### config.mk
export PLATFORM = sky130hd
export DESIGN_NAME = period_meter
export DESIGN_NICKNAME = d
export VERILOG_FILES = /design/src/rtl/period_meter_pkg.sv /design/src/rtl/period_meter_edge_sync.sv /design/src/rtl/period_meter.sv
export SDC_FILE = /design/constraint.sdc
export NUM_CORES = 1
export LEC_CHECK = 0
export CAP_MARGIN = 10
export CORE_UTILIZATION = 40
export CTS_CLUSTER_DIAMETER = 120
export DETAILED_ROUTE_END_ITERATION = 16
export GPL_ROUTABILITY_DRIVEN = 0
export GPL_TIMING_DRIVEN = 0
export SETUP_SLACK_MARGIN = 0.5
export SLEW_MARGIN = 20
export SYNTH_ARGS = -nofsm -noshare
export SYNTH_HDL_FRONTEND = slang
export SYNTH_SLANG_ARGS = --single-unit
### constraint.sdc
create_clock -name clk -period 4.2 [get_ports clk]
set_clock_uncertainty 0.15 [all_clocks]
set_input_delay 1.26 -clock clk [delete_from_list [all_inputs] [get_ports clk]]
set_output_delay 1.26 -clock clk [all_outputs]
set_load 0.05 [all_outputs]
### src/rtl/period_meter_pkg.sv
// Shared constants and state encoding for period_meter and its edge front end.
package period_meter_pkg;

  // Default interval counter width; matches the divider limit width.
  localparam int COUNT_W_DEFAULT = 28;

  // Saturation value of the interval counter at the default width.
  localparam logic [COUNT_W_DEFAULT-1:0] CNT_MAX = '1;

  // Measurement FSM states.
  typedef enum logic {
    ST_WAIT    = 1'b0,
    ST_MEASURE = 1'b1
  } state_t;

endpackage

### src/rtl/period_meter_edge_sync.sv
// edge_sync: samples signal_in and flags every level change (rising or falling).
// With PERIOD_METER_SYNC_EN defined, a metastability flop sits in front of
// sig_s, so sig_s/meta form a 2-flop synchronizer (one extra cycle of latency).
// Without it, signal_in must already be synchronous to clk.
module edge_sync
  import period_meter_pkg::*;
(
  input  logic clk,
  input  logic rst,
  input  logic signal_in,
  output logic edge_pulse
);

  logic sig_s_q;
  logic sig_s_d;
  logic sig_d_q;
  logic sig_d_d;

`ifdef PERIOD_METER_SYNC_EN
  logic meta_q;
  logic meta_d;

  // Next-state for the synchronizer chain: signal_in -> meta -> sig_s -> sig_d.
  always_comb begin
    meta_d  = signal_in;
    sig_s_d = meta_q;
    sig_d_d = sig_s_q;
  end

  // First synchronizer stage; may go metastable, only ever feeds sig_s.
  always_ff @(posedge clk or posedge rst) begin
    if (rst) begin
      meta_q <= 1'b0;
    end else begin
      meta_q <= meta_d;
    end
  end
`else
  // Next-state for the direct sampling path: signal_in -> sig_s -> sig_d.
  always_comb begin
    sig_s_d = signal_in;
    sig_d_d = sig_s_q;
  end
`endif

  // Sampled level and its one-cycle-delayed copy.
  always_ff @(posedge clk or posedge rst) begin
    if (rst) begin
      sig_s_q <= 1'b0;
      sig_d_q <= 1'b0;
    end else begin
      sig_s_q <= sig_s_d;
      sig_d_q <= sig_d_d;
    end
  end

  assign edge_pulse = sig_s_q ^ sig_d_q;

endmodule

### src/rtl/period_meter.sv
// period_meter: measures the half-period of a slow square wave and reports it
// as the equivalent divider limit (toggle every L+1 cycles -> meas = L).
// Optional build macro PERIOD_METER_SYNC_EN adds a 2-flop input synchronizer
// in edge_sync (one cycle more latency, identical measured values).
module period_meter
  import period_meter_pkg::*;
#(
  parameter int COUNT_W = COUNT_W_DEFAULT
) (
  input  logic               clk,
  input  logic               rst,
  input  logic               signal_in,
  output logic [COUNT_W-1:0] meas,
  output logic               meas_valid,
  output logic               locked,
  output logic               timeout
);

  localparam logic [COUNT_W-1:0] CNT_TOP = {COUNT_W{1'b1}};
  localparam logic [COUNT_W-1:0] CNT_ONE = {{(COUNT_W-1){1'b0}}, 1'b1};

  logic edge_pulse;

  state_t             state_q,      state_d;
  logic [COUNT_W-1:0] cnt_q,        cnt_d;
  logic [COUNT_W-1:0] meas_q,       meas_d;
  logic               meas_valid_q, meas_valid_d;
  logic               locked_q,     locked_d;
  logic               timeout_q,    timeout_d;
  logic [COUNT_W-1:0] prev_q,       prev_d;
  // Set once a first valid measurement exists to compare against, so that
  // locked cannot rise on the very first measurement (even when it is 0).
  logic               have_prev_q,  have_prev_d;

  edge_sync u_edge_sync (
    .clk        (clk),
    .rst        (rst),
    .signal_in  (signal_in),
    .edge_pulse (edge_pulse)
  );

  // Interval counter: restarts on every edge, otherwise counts up and saturates.
  always_comb begin
    cnt_d = cnt_q;
    if (edge_pulse) begin
      cnt_d = '0;
    end else if (cnt_q != CNT_TOP) begin
      cnt_d = cnt_q + CNT_ONE;
    end
  end

  // FSM next-state and output register next values.
  always_comb begin
    state_d      = state_q;
    meas_d       = meas_q;
    meas_valid_d = 1'b0;
    locked_d     = locked_q;
    timeout_d    = timeout_q;
    prev_d       = prev_q;
    have_prev_d  = have_prev_q;

    unique case (state_q)
      ST_WAIT: begin
        // First edge only arms: the interval before it is partial.
        if (edge_pulse) begin
          state_d     = ST_MEASURE;
          timeout_d   = 1'b0;
          locked_d    = 1'b0;
          have_prev_d = 1'b0;
        end
      end
      ST_MEASURE: begin
        // An edge wins over saturation, so a full-range interval is reported.
        if (edge_pulse) begin
          meas_d       = cnt_q;
          meas_valid_d = 1'b1;
          locked_d     = have_prev_q && (cnt_q == prev_q);
          prev_d       = cnt_q;
          have_prev_d  = 1'b1;
        end else if (cnt_q == CNT_TOP) begin
          timeout_d   = 1'b1;
          locked_d    = 1'b0;
          have_prev_d = 1'b0;
          state_d     = ST_WAIT;
        end
      end
      default: begin
        state_d = ST_WAIT;
      end
    endcase
  end

  // State, counter and output registers; reset clears everything at once.
  always_ff @(posedge clk or posedge rst) begin
    if (rst) begin
      state_q      <= ST_WAIT;
      cnt_q        <= '0;
      meas_q       <= '0;
      meas_valid_q <= 1'b0;
      locked_q     <= 1'b0;
      timeout_q    <= 1'b0;
      prev_q       <= '0;
      have_prev_q  <= 1'b0;
    end else begin
      state_q      <= state_d;
      cnt_q        <= cnt_d;
      meas_q       <= meas_d;
      meas_valid_q <= meas_valid_d;
      locked_q     <= locked_d;
      timeout_q    <= timeout_d;
      prev_q       <= prev_d;
      have_prev_q  <= have_prev_d;
    end
  end

  assign meas       = meas_q;
  assign meas_valid = meas_valid_q;
  assign locked     = locked_q;
  assign timeout    = timeout_q;

endmodule

==> run_results.csv, run 1 <==
group,metric,value,unit
worst_setup_path,worstPathRequired,2790,ps
clock_tree,postCtsSetupRepairBufs,0,
worst_setup_path,path_class,"flop to primary output",
worst_setup_path,path_cells,"clkdlybuf4s50_1",
yosys,synth_compound_area_share,9.40,%
yosys,syn_nets,287,
worst_setup_path,crit_slowest_cell,"clkdlybuf4s50_1",
clock_tree,cts.sinks,63,
route,drt-total-wl,7460,um
yosys,synth-seq-cells,63,
power_and_ir_drop,power.share.sequential,45.7,%
power_and_ir_drop,power.density,350,mW/mm2
yosys,synth_cell_type_count,50,
sta,fmax,0.338,GHz
cells_and_area,fin_nets,332,
floorplanning,dieWidth,92.8,um
floorplanning,std_cell_rows,32,
worst_hold_path,hp-class,"flop to flop",
yosys,syn_area,0.00330,mm2
placement,dp_slack,1600,ps
clock_tree,cts_buffers,9,
sta,worst_pin_slew,650,ps
floorplanning,pin_count,34,
placement,portBuffers,33,
yosys,async_flop_share,100,%
route,antenna_left,0,
route,first_pass_iters,4,
route,drc,0,
power_and_ir_drop,ir_worst_vdd,0.186,mV
power_and_ir_drop,leakage,1.86,nW
clock_tree,cts_tree,"built",
yosys,yosysWarnings,0,
yosys,seq_area_frac_synth,47.8,%
route,via_count,2330,
floorplanning,fp.dieArea,0.00862,mm2
sta,hold_viol_final,0,
floorplanning,core_area,0.00785,mm2
yosys,synthMuxAreaShare,10.2,%
sta,setup-violations-final,0,
yosys,syn_inst,283,
run_status,status,"finished clean",
worst_setup_path,crit_fanout,3,
job,drv_cap,0,
sta,fin_crit_sh,70.4,%
global_routing,grt_max_degree,39,
yosys,synth_edf_count,0,
clock_tree,cts_max_level,3,
sta,maxSlewViolCount,0,
yosys,yosys.area_share.xor_xnor,11.9,%
power_and_ir_drop,combPwrFrac,11.9,%
global_routing,antenna_found_initial,0,
global_routing,grt_pass1_vias,2188,
cells_and_area,syn2layout_area_growth,21.3,%
yosys,avgSynthCellArea,11.7,um2
worst_setup_path,start_kind,"flop",
yosys,synth_flop_cell,"dfrtp_1",
power_and_ir_drop,p_sw,0.354,mW
sta,setup_slack,1240,ps
route,routedWlPerCell,17.1,um
sta,relSlewSlack,56.3,%
yosys,synth-simple-area-share,15.8,%
sta,layout_min_cycle_time,2960,ps
floorplanning,die_h,92.8,um
global_routing,grt.total_usage,18.8,%
cells_and_area,stdcell_area,0.00401,mm2
route,viasPerCell,5.36,
global_routing,grt_overflow,0,
floorplanning,start_util,42.1,%
cells_and_area,drive_gt1_share,23.4,%
route,drtIter0Drc,133,
power_and_ir_drop,p_clk_share,42.5,%
clock_tree,clockRootBuffer,"clkbuf_8",
power_and_ir_drop,finalPower,1.40,mW
global_routing,grt_first_pass_wirelength,12000,um
clock_tree,cts-resized-gates,0,
worst_setup_path,rrSetupSlack,1800,ps
worst_setup_path,endpoint_kind,"primary output",
placement,postPlaceCellArea,0.00378,mm2
worst_setup_path,path_buf_inv,1,
clock_tree,hold_buffers,0,
yosys,synth_top_family_by_area,"simple AND/OR/NAND/NOR gates",
worst_setup_path,slowest_delay,810,ps
worst_setup_path,cp.arrival,1550,ps
yosys,synth_fa_ha_area_share,0.379,%
cells_and_area,layout.cells.non_filler,435,
clock_tree,clock_path_buffers,2,
worst_setup_path,critPathTopFamily,"buffers and inverters",
sta,rsz0062_at_grt,"false",
power_and_ir_drop,sw_frac_of_total,25.2,%
clock_tree,clkSlewWorstSetupHoldPaths,70,ps
placement,dp_hpwl,5320,um
placement,dp_cells,419,
clock_tree,clkLatencyLatePin,340,ps
sta,tns,0,ps
cells_and_area,antenna_cells,0,
power_and_ir_drop,internal_power,1.05,mW
-- placed cells by master (no fill, tap or decap), drive strengths merged, types with 2 or more instances in the layout --
master and count:
o21ai 9, bufinv 2, and3 5, nand3 10
or3 5, nor4 9, xnor2 14, mux2i 2
nor2 20, clkbuf 15, nand4 9, inv 3
a21oi 9, buf 17, a2111oi 3, nand2 10
o31ai 3, nor3 4, xor2 30, o2111ai 3
mux2 28, or4 3, dfrtp 63, and4 5
clkdlybuf4s50 33, a31oi 5
-- Yosys cell counts, types with 6 or more instances --
cell type | count | area [um2]
nand2_1 | 10 | 37.5
mux2_2 | 28 | 315
nand3_1 | 9 | 45.0
nand4_1 | 7 | 43.8
nor2_1 | 20 | 75.1
nor4_1 | 9 | 56.3
buf_6 | 6 | 67.6
a21oi_1 | 9 | 45.0
xor2_1 | 29 | 254
dfrtp_1 | 63 | 1580
xnor2_1 | 14 | 123
-- power groups by stage --
| stage | Combinational [mW] | Clock (mW) | Sequential (mW) |
|---|---|---|---|
| floorplan | 0.0755 | 0 | 0.689 |
| global placement | 0.166 | 0 | 0.652 |
| detailed placement | 0.169 | 0 | 0.652 |
| CTS | 0.170 | 0.614 | 0.640 |
| global route | 0.180 | 0.639 | 0.643 |
| finish | 0.167 | 0.596 | 0.641 |
-- layer usage --
layer  part of all wire [%]  track usage, %  routed length, um  up-vias
met4                    1.3            6.92                 97        0
met1                     48            27.1               3610     1146
met2                     46            27.9               3420       52
met3                    4.4            3.45                327        8
li1                       -               -                  -     1124
met5                      0               0                  0        -
-- worst reg2reg max path, delay by kind of cell (launching register included) --
kind | cells | cell delay [ps]
mux | 1 | 350
xor+xnor | 1 | 470
buf+inv | 2 | 520
flops | 1 | 420
simple gates | 1 | 380
-- area by class of cell --
class / instances / area (um2)
buffer: 18 / 139
clock buffer: 13 / 159
clock inverter: 3 / 65.1
fill: 726 / 3840
inverter: 3 / 13.8
multi-input combinational: 199 / 1570
sequential: 63 / 1580
tap: 102 / 128
timing repair buffer: 34 / 350
-- flip-flops by register name, indices dropped and copies added, names as in the netlist --
name	count
cnt_q	28
have_prev_q	1
locked	1
meas_valid	1
prev_q	28
state_q	1
timeout	1
u_edge_sync.sig_d_d	1
u_edge_sync.sig_d_q	1
-- per-stage QoR --
stage | hold WS (ps) | utilization [%]
after floorplan | 290 | -
after global placement | 298 | 47.9
after detailed placement | 317 | 48.2
after CTS | 333 | 51.0
after global routing | 350 | 51.0
final | 325 | 51.0
-- worst paths after layout --
path	depth (start not counted)	start	end
hold reg to reg	0	u_edge_sync.sig_d_d$_DFF_PP0_	u_edge_sync.sig_d_q$_DFF_PP0_
hold / removal	0	u_edge_sync.sig_d_d$_DFF_PP0_	u_edge_sync.sig_d_q$_DFF_PP0_
min in group asynchronous	2	rst	prev_q[3]$_DFFE_PP0P_
setup / recovery	1	prev_q[0]$_DFFE_PP0P_	meas[0]
setup reg to reg	5	u_edge_sync.sig_d_q$_DFF_PP0_	prev_q[19]$_DFFE_PP0P_
max in group asynchronous	3	rst	cnt_q[23]$_DFFE_PP0P_
-- cell families (layout without fill, tap and decap cells) --
group	Yosys count	after routing
XOR/XNOR	44	44
buffers and inverters	21	71
multiplexers	30	30
AO/OA/AOI/OAI	39	39
adder cells (fa/ha/maj)	1	1
AND/OR/NAND/NOR	85	85
flip-flops	63	63
Power figures use the tool's default switching activity.
==> run 2, diff against run 1 <==
Clock period 4.2 ns to 2.52 ns, I/O delays scaled along.
==> run 2 against run 1 <==
Global-route usage increased by 0.54 points. Worst hold slack improved by 19 ps. Register-to-register slack got worse by 1300 ps. Largest power group unchanged. Setup slack got worse by 710 ps. Sequential share of layout area down 2.1 points. Highest routed layer unchanged.
==> run_results.csv, run 2 (synthesis gave the netlist of run 1 again) <==
group,metric,value,unit
run_status,status,"finished clean",
clock_tree,clkLatencyLatePin,340,ps
placement,dp_cells,420,
worst_setup_path,crit_slowest_cell,"dfrtp_1",
worst_hold_path,hp-class,"flop to flop",
route,drtIter0Drc,89,
worst_setup_path,path_buf_inv,1,
cells_and_area,largestRegisters,"cnt_q x28, prev_q x28",
sta,worst_pin_slew,612,ps
sta,fin_crit_sh,78.9,%
floorplanning,core_area,0.00785,mm2
cells_and_area,syn2layout_area_growth,29.3,%
worst_setup_path,worstPathRequired,1610,ps
worst_hold_path,hold_depth,1,
power_and_ir_drop,power.density,497,mW/mm2
cells_and_area,regArea,0.00159,mm2
worst_setup_path,slowest_delay,370,ps
worst_setup_path,critPathTopFamily,"flip-flops",
clock_tree,cts_max_level,3,
global_routing,grt_max_degree,26,
cells_and_area,antenna_cells,0,
sta,relSlewSlack,59.2,%
global_routing,grt_overflow,0,
cells_and_area,fillers,725,
cells_and_area,final_common_cell,"dfrtp_1",
worst_setup_path,cp.arrival,1080,ps
worst_setup_path,path_class,"flop to primary output",
clock_tree,cts_buffers,9,
worst_setup_path,reg2reg_from,"cnt_q[5]$_DFFE_PP0P_",
worst_setup_path,endpoint_kind,"primary output",
sta,layout_min_cycle_time,1990,ps
cells_and_area,fin_nets,364,
route,viasPerCell,5.38,
global_routing,grt.total_usage,19.3,%
global_routing,grt_first_pass_wirelength,12400,um
clock_tree,cts_tree,"built",
clock_tree,hold_buffers,0,
clock_tree,clkSlewWorstSetupHoldPaths,60,ps
sta,fmax,0.503,GHz
sta,hold_viol_final,0,
route,drt-total-wl,8160,um
global_routing,antenna_found_initial,0,
cells_and_area,layout_common_cells,"dfrtp_1 (50), buf_2 (30), buf_4 (30), xor2_1 (29), mux2_2 (28)",
floorplanning,die_h,92.8,um
sta,maxSlewViolCount,0,
sta,rsz0062_at_grt,"true",
clock_tree,clock_path_buffers,2,
sta,setup-violations-final,0,
floorplanning,fp.dieArea,0.00862,mm2
route,via_count,2505,
clock_tree,clockRootBuffer,"clkbuf_8",
floorplanning,std_cell_rows,32,
worst_setup_path,path_cells,"clkdlybuf4s18_2",
route,antenna_left,0,
worst_setup_path,rrSetupSlack,530,ps
clock_tree,cts.sinks,63,
power_and_ir_drop,ir_worst_vdd,0.251,mV
route,routedWlPerCell,17.5,um
cells_and_area,multi_input_area,0.00166,mm2
floorplanning,pin_count,34,
cells_and_area,layout.cells.non_filler,466,
placement,portBuffers,33,
route,drc,0,
job,drv_cap,0,
power_and_ir_drop,leakage,2.07,nW
worst_setup_path,crit_fanout,3,
floorplanning,dieWidth,92.8,um
worst_setup_path,r2r_cells,8,
worst_setup_path,start_kind,"flop",
cells_and_area,drive_gt1_share,46.2,%
global_routing,grt_pass1_vias,2324,
sta,tns,0,ps
sta,hold_slack,344,ps
placement,dp_hpwl,5490,um
worst_hold_path,min_to,"have_prev_q$_DFFE_PP0P_",
route,first_pass_iters,4,
floorplanning,start_util,42.1,%
worst_hold_path,min_from,"have_prev_q$_DFFE_PP0P_",
worst_setup_path,r2r-end,"cnt_q[5]$_DFFE_PP0P_",
[run 2: repair_timing]
item,CTS,global route
setup endpoints to repair,80,57
pin swaps,2,9
gates cloned,0,2
buffers inserted,6,23
gates resized for setup,137,63
[run 2: how the worst max path moves through the flow]
stage	startpoint	cells past startpoint	to	slack [ps]
floorplan	cnt_q[0]$_DFFE_PP0P_	7	cnt_q[12]$_DFFE_PP0P_	620
global placement	rst	2	prev_q[18]$_DFFE_PP0P_	60
detailed placement	u_edge_sync.sig_d_q$_DFF_PP0_	5	prev_q[20]$_DFFE_PP0P_	80
CTS	cnt_q[3]$_DFFE_PP0P_	9	cnt_q[1]$_DFFE_PP0P_	500
global route	cnt_q[3]$_DFFE_PP0P_	9	cnt_q[1]$_DFFE_PP0P_	470
finish	prev_q[11]$_DFFE_PP0P_	1	meas[11]	530
[run 2: report_power, final]
part           internal (mW)  switching, mW
registers               1.04         0.0252
clock network          0.373          0.384
logic                 0.0991          0.197
[run 2: area by class of cell]
cell class	instances	share of cell area (%)
plain buffers	18	4.19
clock buffers	11	3.31
clock inverters	4	0.528
inverters	3	0.410
multi-input cells	199	38.9
flip-flops and latches	63	37.3
well taps	102	2.99
repair buffers	66	12.4
[run 2: metrics by stage]
step	setup WS (ps)	area [um2]	power (mW)	utilization (%)
floorplan	621	3300	1.27	-
global placement	62.9	3760	1.36	47.9
detailed placement	78.0	3800	1.37	48.5
CTS	500	4000	2.15	51.0
global route	468	4270	2.21	54.4
finish	533	4270	2.12	54.4
[run 2: layer usage]
metal / GRT usage [%] / vias up / part of all wire, %
met5: 0 / - / 0
met4: 5.13 / 0 / 1.3
li1: - / 1187 / -
met3: 5.17 / 12 / 5.2
met1: 26.5 / 1240 / 46
met2: 30.1 / 66 / 48
